--- config.mk ---
export PLATFORM = sky130hd
export DESIGN_NAME = upm_thermal_chain_ctrl
export DESIGN_NICKNAME = d
export VERILOG_FILES = /design/src/rtl/upm_thermal_chain_ctrl.sv
export SDC_FILE = /design/constraint.sdc
export NUM_CORES = 1
export LEC_CHECK = 0
export CORE_UTILIZATION = 52
export CTS_CLUSTER_DIAMETER = 100
export DETAILED_ROUTE_END_ITERATION = 7
export GPL_TIMING_DRIVEN = 0
export PLACE_DENSITY = 0.84
export SLEW_MARGIN = 5
export SYNTH_ARGS = -nofsm -noshare
export SYNTH_HDL_FRONTEND = slang
export SYNTH_SLANG_ARGS = --single-unit
--- constraint.sdc ---
create_clock -name tck -period 3.6 [get_ports tck]
set_input_delay 0.54 -clock tck [delete_from_list [all_inputs] [get_ports tck]]
set_output_delay 0.54 -clock tck [all_outputs]
set_load 0.01 [all_outputs]
--- src/rtl/upm_thermal_chain_ctrl.sv ---
// Sequencer for the thermal CBB configuration chain: one request becomes a sel/capture/shift/update access.
// Optional write read-back verify pass is enabled by defining UPM_THERMAL_CHAIN_CTRL_VERIFY_EN.
module upm_thermal_chain_ctrl #(
  parameter int NUM_THERMAL_CBB = 1,
  parameter int BITS_PER_CBB    = 16,
  localparam int CHAIN_LEN      = NUM_THERMAL_CBB * BITS_PER_CBB
) (
  input  logic                 tck,
  input  logic                 reset,
  input  logic                 req_valid,
  output logic                 req_ready,
  input  logic                 req_write,
  input  logic [CHAIN_LEN-1:0] req_wdata,
  output logic                 rsp_valid,
  input  logic                 rsp_ready,
  output logic [CHAIN_LEN-1:0] rsp_rdata,
  output logic                 rsp_err,
  output logic                 busy,
  output logic                 sel,
  output logic                 capture,
  output logic                 shift,
  output logic                 update,
  output logic                 si,
  input  logic                 so,
`ifdef UPM_THERMAL_CHAIN_CTRL_VERIFY_EN
  output logic                 verify_fail,
`endif
  input  logic                 power_enable_error_next
);

  localparam int CW = $clog2(CHAIN_LEN + 1);
  localparam logic [CW-1:0] LAST = CW'(CHAIN_LEN - 1);

  localparam logic [2:0] IDLE     = 3'd0;
  localparam logic [2:0] SEL      = 3'd1;
  localparam logic [2:0] CAPTURE  = 3'd2;
  localparam logic [2:0] SHIFT    = 3'd3;
  localparam logic [2:0] UPDATE   = 3'd4;
  localparam logic [2:0] DONE     = 3'd5;
`ifdef UPM_THERMAL_CHAIN_CTRL_VERIFY_EN
  localparam logic [2:0] VCAPTURE = 3'd6;
  localparam logic [2:0] VSHIFT   = 3'd7;
`endif

  logic [2:0]           state_q, state_d;
  logic [CHAIN_LEN-1:0] sr_q, sr_d, rdata_q, so_vec, sr_rot;
  logic [CW-1:0]        count_q;
  logic                 write_q, err_q, abort, last, accept;
  logic                 req_ready_q, rsp_valid_q, busy_q, sel_q, capture_q, shift_q, update_q, si_q;
  logic                 sel_d, capture_d, shift_d, update_d;

  // The write data rotates rather than shifts so the verify pass can compare against it again.
  assign sr_rot = (sr_q >> 1) | (sr_q << (CHAIN_LEN - 1));
  assign so_vec = CHAIN_LEN'(so);
  assign last   = (count_q == LAST);
  assign accept = (state_q == IDLE) && req_valid && req_ready_q;

  // NOTE: every variable assigned in always_comb gets a default first, so no latch is inferred.
  always_comb begin
    state_d = state_q;
    sr_d    = sr_q;
    abort   = 1'b0;
    case (state_q)
      IDLE: if (accept) begin
        state_d = SEL;
        sr_d    = req_wdata;
      end
      SEL: begin
        abort   = power_enable_error_next;
        state_d = CAPTURE;
      end
      CAPTURE: begin
        abort   = power_enable_error_next;
        state_d = SHIFT;
      end
      SHIFT: begin
        abort = power_enable_error_next;
        sr_d  = sr_rot;
        if (last) state_d = write_q ? UPDATE : DONE;
      end
`ifdef UPM_THERMAL_CHAIN_CTRL_VERIFY_EN
      UPDATE: state_d = VCAPTURE;
      VCAPTURE: begin
        abort   = power_enable_error_next;
        state_d = VSHIFT;
      end
      VSHIFT: begin
        abort = power_enable_error_next;
        sr_d  = sr_rot;
        if (last) state_d = DONE;
      end
`else
      UPDATE: state_d = DONE;
`endif
      DONE: if (rsp_ready) state_d = IDLE;
      default: state_d = IDLE;
    endcase
    if (abort) state_d = DONE;
  end

  always_comb begin
    sel_d     = 1'b0;
    capture_d = 1'b0;
    shift_d   = 1'b0;
    update_d  = 1'b0;
    case (state_d)
      SEL:     sel_d = 1'b1;
      CAPTURE: begin sel_d = 1'b1; capture_d = 1'b1; end
      SHIFT:   begin sel_d = 1'b1; shift_d   = 1'b1; end
      UPDATE:  begin sel_d = 1'b1; update_d  = 1'b1; end
`ifdef UPM_THERMAL_CHAIN_CTRL_VERIFY_EN
      VCAPTURE: begin sel_d = 1'b1; capture_d = 1'b1; end
      VSHIFT:   begin sel_d = 1'b1; shift_d   = 1'b1; end
`endif
      default: ;
    endcase
  end

  // NOTE: sequential state uses non-blocking assignments so all flops see pre-edge values.
  always_ff @(posedge tck) begin
    if (reset) begin
      state_q     <= IDLE;
      sr_q        <= '0;
      count_q     <= '0;
      write_q     <= 1'b0;
      rdata_q     <= '0;
      err_q       <= 1'b0;
      req_ready_q <= 1'b1;
      rsp_valid_q <= 1'b0;
      busy_q      <= 1'b0;
      sel_q       <= 1'b0;
      capture_q   <= 1'b0;
      shift_q     <= 1'b0;
      update_q    <= 1'b0;
      si_q        <= 1'b0;
`ifdef UPM_THERMAL_CHAIN_CTRL_VERIFY_EN
      verify_fail <= 1'b0;
`endif
    end else begin
      state_q     <= state_d;
      sr_q        <= sr_d;
      req_ready_q <= (state_d == IDLE);
      rsp_valid_q <= (state_d == DONE);
      busy_q      <= (state_d != IDLE);
      sel_q       <= sel_d;
      capture_q   <= capture_d;
      shift_q     <= shift_d;
      update_q    <= update_d;
      si_q        <= (state_d == SHIFT) ? sr_d[0] : 1'b0;

      if (accept) begin
        write_q <= req_write;
        count_q <= '0;
        rdata_q <= '0;
        err_q   <= 1'b0;
`ifdef UPM_THERMAL_CHAIN_CTRL_VERIFY_EN
        verify_fail <= 1'b0;
`endif
      end

      // An aborting cycle's so bit is discarded; only earlier bits are kept.
      if (abort) begin
        err_q <= 1'b1;
      end else if (state_q == SHIFT) begin
        rdata_q <= rdata_q | (so_vec << count_q);
        if (!last) count_q <= count_q + 1'b1;
      end
`ifdef UPM_THERMAL_CHAIN_CTRL_VERIFY_EN
      else if (state_q == VCAPTURE) begin
        count_q <= '0;
      end else if (state_q == VSHIFT) begin
        if (so != sr_q[0]) verify_fail <= 1'b1;
        if (!last) count_q <= count_q + 1'b1;
      end
`endif
    end
  end

  assign req_ready = req_ready_q;
  assign rsp_valid = rsp_valid_q;
  assign rsp_rdata = rdata_q;
  assign rsp_err   = err_q;
  assign busy      = busy_q;
  assign sel       = sel_q;
  assign capture   = capture_q;
  assign shift     = shift_q;
  assign update    = update_q;
`ifdef UPM_THERMAL_CHAIN_CTRL_VERIFY_EN
  // During read-back the chain output is fed straight back so its contents survive the pass.
  assign si = (state_q == VSHIFT) ? so : si_q;
`else
  assign si = si_q;
`endif

endmodule

# Word-level counts from Yosys, hierarchy flattened
# Index checks and enable logic that the tools add are counted.
# W data, S select, Z words.
word_totals:
  in_bits: 23
  register_bits: 50
  word_cells: 65
classes:
  n_addsub: 1
  reduce_logical: 11
  n_shift: 1
  n_bitwise: 3
  n_mux: 22
  eq_ne: 12
op_table:
  columns: ["cell", "n"]
  rows:
  - ["$mux W16", 4]
  - ["$pmux W16 S2", 1]
  - ["$mux W5", 4]
  - ["$pmux W3 S6", 1]
  - ["$or A15 B16 Y16", 1]
  - ["$or A16 B16 Y16", 1]
  - ["$shl A1 B5 Y16", 1]
  - ["$eq A3 B2 Y1 const B", 4]
  - ["$eq A3 B3 Y1 const B", 4]
  - ["$mux W3", 4]
  - ["$mux W1", 8]
  - ["$eq A3 B1 Y1 const B", 2]
  - ["$logic_not A3 Y1", 2]
  - ["$add A5 B1 Y5 const B", 1]
  - ["$eq A5 B4 Y1 const B", 1]
  - ["$reduce_bool A2 Y1", 2]
  - ["$reduce_or A4 Y1", 1]
  - ["$reduce_bool A3 Y1", 1]
  - ["$reduce_or A3 Y1", 1]
  - ["$logic_and A1 B1 Y1", 2]
  - ["$ne A2 B2 Y1 const B", 1]
  - ["$reduce_and A2 Y1", 1]
  - ["$reduce_or A2 Y1", 1]
  - ["$not A1 Y1", 1]

# Longest topological paths before layout
logic_depth:
  depth_word: 9
  mapped_depth: 7
  ltp_nobuf: 5

# Worst setup path before layout
# OpenSTA, ideal clock, no wires.
synth_timing:
  kind: "register -> register"
  startpoint: "register count_q[1]"
  endpoint: "register sel_q, in the netlist sel"
  arrival_time_ns: 1.596
  slack_ns: 1.930
  stages_incl_launch_ff: 6
  path_buffers: 0
  required_ns: 3.526
  setup_ns: 0.074
  path_cell_list: "dfxtp_1 ha_1 and4b_1 a32oi_1 or4b_4 o211ai_2"
synth_between:
  elab_chain_cells: 7
synth_lines:
  columns: ["element", "line", "text"]
  rows:
  - ["start, declared", "47", "logic [CW-1:0] count_q;"]
  - ["start signal, assigned", "166", "if (!last) count_q <= count_q + 1'b1;"]
  - ["$eq A5 B4 Y1 *", "55", "assign last = (count_q == LAST);"]
  - ["$mux W3 *", "79", "if (last) state_d = write_q ? UPDATE : DONE;"]
  - ["$pmux W3 S6 *", "63", "case (state_q)"]
  - ["$mux W3 *", "98", "if (abort) state_d = DONE;"]
  - ["$eq A3 B2 Y1 (tied with other cells)", "106", "case (state_d)"]
  - ["$reduce_or A4 Y1 (no line) *", null, null]
  - ["$mux W1 *", "106", null]
  - ["end signal, assigned", "145", "sel_q <= sel_d;"]
  - ["end, declared", "49", "logic req_ready_q, rsp_valid_q, busy_q, sel_q, capture_q, shift_q, update_q, si_q;"]
# Mark *: on every way between the ends. The rest lies on a longest branch, timed or not.
# A chain may end at the register's enable or synchronous reset.

# Final worst setup path
layout_timing:
  startpoint: "input port power_enable_error_next"
  endpoint: "register rdata_q[1], in the netlist rsp_rdata[1]"
layout_between:
  elab_chain_cells: 2
layout_lines:
  columns: ["element", "line", "text"]
  rows:
  - ["start, declared", "28", "input logic power_enable_error_next"]
  - ["$mux W1", "63", null]
  - ["$mux W16", "162", "if (abort) begin"]
  - ["end signal, assigned", "165", "rdata_q <= rdata_q | (so_vec << count_q);"]
  - ["end, declared", "46", "logic [CHAIN_LEN-1:0] sr_q, sr_d, rdata_q, so_vec, sr_rot;"]
# No other way between the ends.

==> impl_results.md <==
- Status: completed
- Final TNS setup: 0 ps
- Depth of the most critical reg-to-reg path: 5
- DP Wirelength: 3.04 mm
- Maxcap violations: 0
- Worst EP required: 3830 ps
- Hold_buf cts: 0
- Post-CTS Setup Bufs: 0
- Initial antenna violation count: 0
- Predominant post-synthesis flop cell: dfxtp_1
- RR Endpoint: sel
- Worst r2r src: count_q[1]
- Vias: 1812
- CP Capture Type: flop
- Final net count: 296
- Crit Path Max Fanout: 8
- List of most frequent post-synthesis cells: 50 x dfxtp_1, 32 x nand2_1, 25 x a21oi_1
- Mapped Cells: 219
- Syn. warnings: 0
- Minimum clock period after layout: 1990 ps
- Synth Cell Area: 0.00203 mm²
- Drt wl/cell: 13.4 µm
- CTS tree: yes
- Fillcell total: 300
- Main area contributors after synthesis: dfxtp_1 49%, a21oi_1 6.2%, nand2_1 5.9%
- DRT antenna net count: 0
- P_leak: slightly below 1 nW
- Die Footprint: 0.00415 mm²
- Final WS setup: 1610 ps
- Final Hold Viols: 0
- Sequential area share after synthesis: 0.494
- Hold WC Path Type: reg -> reg
- Post-synth ARST share: 0
- Slew margin rel.: 0.617
- Routability cong.: between 0.8 and 0.9
- Io pins: 48
- WL final: 4.30 mm
- Post-cts sizing count: 0
- RSZ-0062 raised after global routing: false
- First-pass GRT wire length: between 7 and 8 mm
- Worst R2R Setup Slack: 1670 ps
- Worst-Margin Slew: around 570 ps
- Setup WS pre-CTS: 1390 ps
- Site Rows: 22
- Flop and latch count out of synthesis: 50
- Clock sinks: 50
- Yosys cell types: 45
- Max Slew Vio Count: 0
- Largest net degree at the start of global routing: 16
- GRT Overall Usage: 0.220
- Initial DRT Pass Iterations: 4
- Vias in the first global route: 1686
- Top-count cell post-synth: dfxtp_1
- Port bufs: 46
- Critical Path Source: power_enable_error_next
- Fraction of layout instances using a drive strength above 1: 0.103
- Core Area: 0.00369 mm²
- Max Freq: 504 MHz
- Initial Util: 0.550
- TritonCTS Buffers: 5
- Setup violators final: 0
- Post-synth top area cell: dfxtp_1
- DIE WIDTH: 64.5 µm
- # DRC: 0
- P&R area growth vs syn: 31.0%
- Htree depth: 2
- WHS: between 400 and 500 ps
- EDFF count, synth: 0
- CP Class: in -> reg
- Antenna cells: 0
- Post-Syn Nets: 243
- Layout Skew: 7.09 ps
- VDD IR-drop max: 0.306 mV
- Storage cell area: 0.00100 mm²
- Clk buf depth: 2
- Remaining global-route overflow: 0
- HP Start: sr_q[6]
- DR iter-0 viols: 113
- CP endpoint: rsp_rdata[1]
- CP arrival: 2210 ps
- Total Power: 1.23 mW
- Share of the synthesized area in the top cell type: 0.494
- Tcrit/Tclk final: 0.551
- Pwr/cell area: 463 mW/mm²
- Routed vias/inst: 5.64
- Critical Path Source Type: input port
- Worst-path clk slew: around 90 ps
- Die Span Y: 64.5 µm
- CTS root buffer: clkbuf_8
- Area of the multi-input gates: around 920 µm²
- Synthesized area per cell: 9.26 µm²
- Worst-Skew Late Latency: ~300 ps
-- cell usage in the layout, fill, tap and decap left out, types with 4 or more instances in the layout --
| cell | synthesis | layout |
|---|---|---|
| dfxtp_1 | 50 | 50 |
| clkdlybuf4s50_1 | 0 | 46 |
| nand2_1 | 32 | 32 |
| a21oi_1 | 25 | 25 |
| a22oi_1 | 15 | 15 |
| nor2_1 | 9 | 9 |
| a22o_1 | 8 | 8 |
| clkbuf_1 | 6 | 6 |
| nor3_1 | 6 | 6 |
| o21ai_0 | 6 | 6 |
| buf_4 | 5 | 5 |
| inv_1 | 5 | 5 |
| clkbuf_8 | 0 | 5 |
| buf_2 | 4 | 4 |
-- per-layer routing --
| layer | track usage | vias to the layer above | wire length [µm] |
|---|---|---|---|
| met5 | 0 | - | 0 |
| met4 | 0.0778 | 0 | 68 |
| li1 | - | 899 | - |
| met2 | 0.355 | 73 | 2000 |
| met3 | 0.0440 | 12 | 235 |
| met1 | 0.293 | 828 | 2000 |
-- where the power goes --
group	switching, mW	leakage [nW]	internal, mW
registers	0.0179	0.406	0.593
clock network	0.178	0.0579	0.205
logic	0.125	0.525	0.111
-- state kept, by name, indices dropped and copies added, names as in the netlist --
signal / flops
busy: 1
capture: 1
count_q: 5
req_ready: 1
rsp_err: 1
rsp_rdata: 16
rsp_valid: 1
sel: 1
shift: 1
si: 1
sr_q: 16
state_q: 3
update: 1
write_q: 1
-- stage by stage --
step / instance area (µm²) / cells / util
after floorplan: 2030 / 219 / -
after global placement: 2550 / 313 / 0.691
after detailed placement: 2550 / 313 / 0.691
after CTS: 2660 / 321 / 0.720
after global routing: 2660 / 321 / 0.720
final: 2660 / 321 / 0.720
-- critical path, cell delays in order --
cell and delay (ps):
clkdlybuf4s50_1 500, nand4bb_1 220, clkbuf_1 200, nor4_1 390, nand2_1 170, o21ai_0 180
-- worst min path at each step --
stage | endpoint | slack, ps | depth (start not counted)
floorplan | sr_q[1] | 430 | 2
global placement | sr_q[1] | 440 | 2
detailed placement | rsp_rdata[5] | 440 | 2
CTS | sr_q[2] | 460 | 2
global route | sr_q[7] | 480 | 2
finish | sr_q[6] | 460 | 2
-- cell type report --
| class | instances | share of cell area |
|---|---|---|
| Clock inverter | 3 | 0.0151 |
| Clock buffer | 5 | 0.0259 |
| Tap cell | 48 | 0.0226 |
| Inverter | 5 | 0.00706 |
| Buffer | 16 | 0.0344 |
| Multi-Input combinational cell | 148 | 0.345 |
| Timing Repair Buffer | 46 | 0.173 |
| Sequential cell | 50 | 0.377 |
-- kinds of logic (layout without fill, tap and decap cells) --
| kind of cell | count (synthesis) | count (layout) | share of synthesized area |
|---|---|---|---|
| buf+inv | 21 | 75 | 0.0543 |
| compound gates | 75 | 75 | 0.262 |
| simple gates | 72 | 72 | 0.184 |
| fa+ha+maj | 1 | 1 | 0.00617 |
| flops | 50 | 50 | 0.494 |
Power figures use the tool's default switching activity.
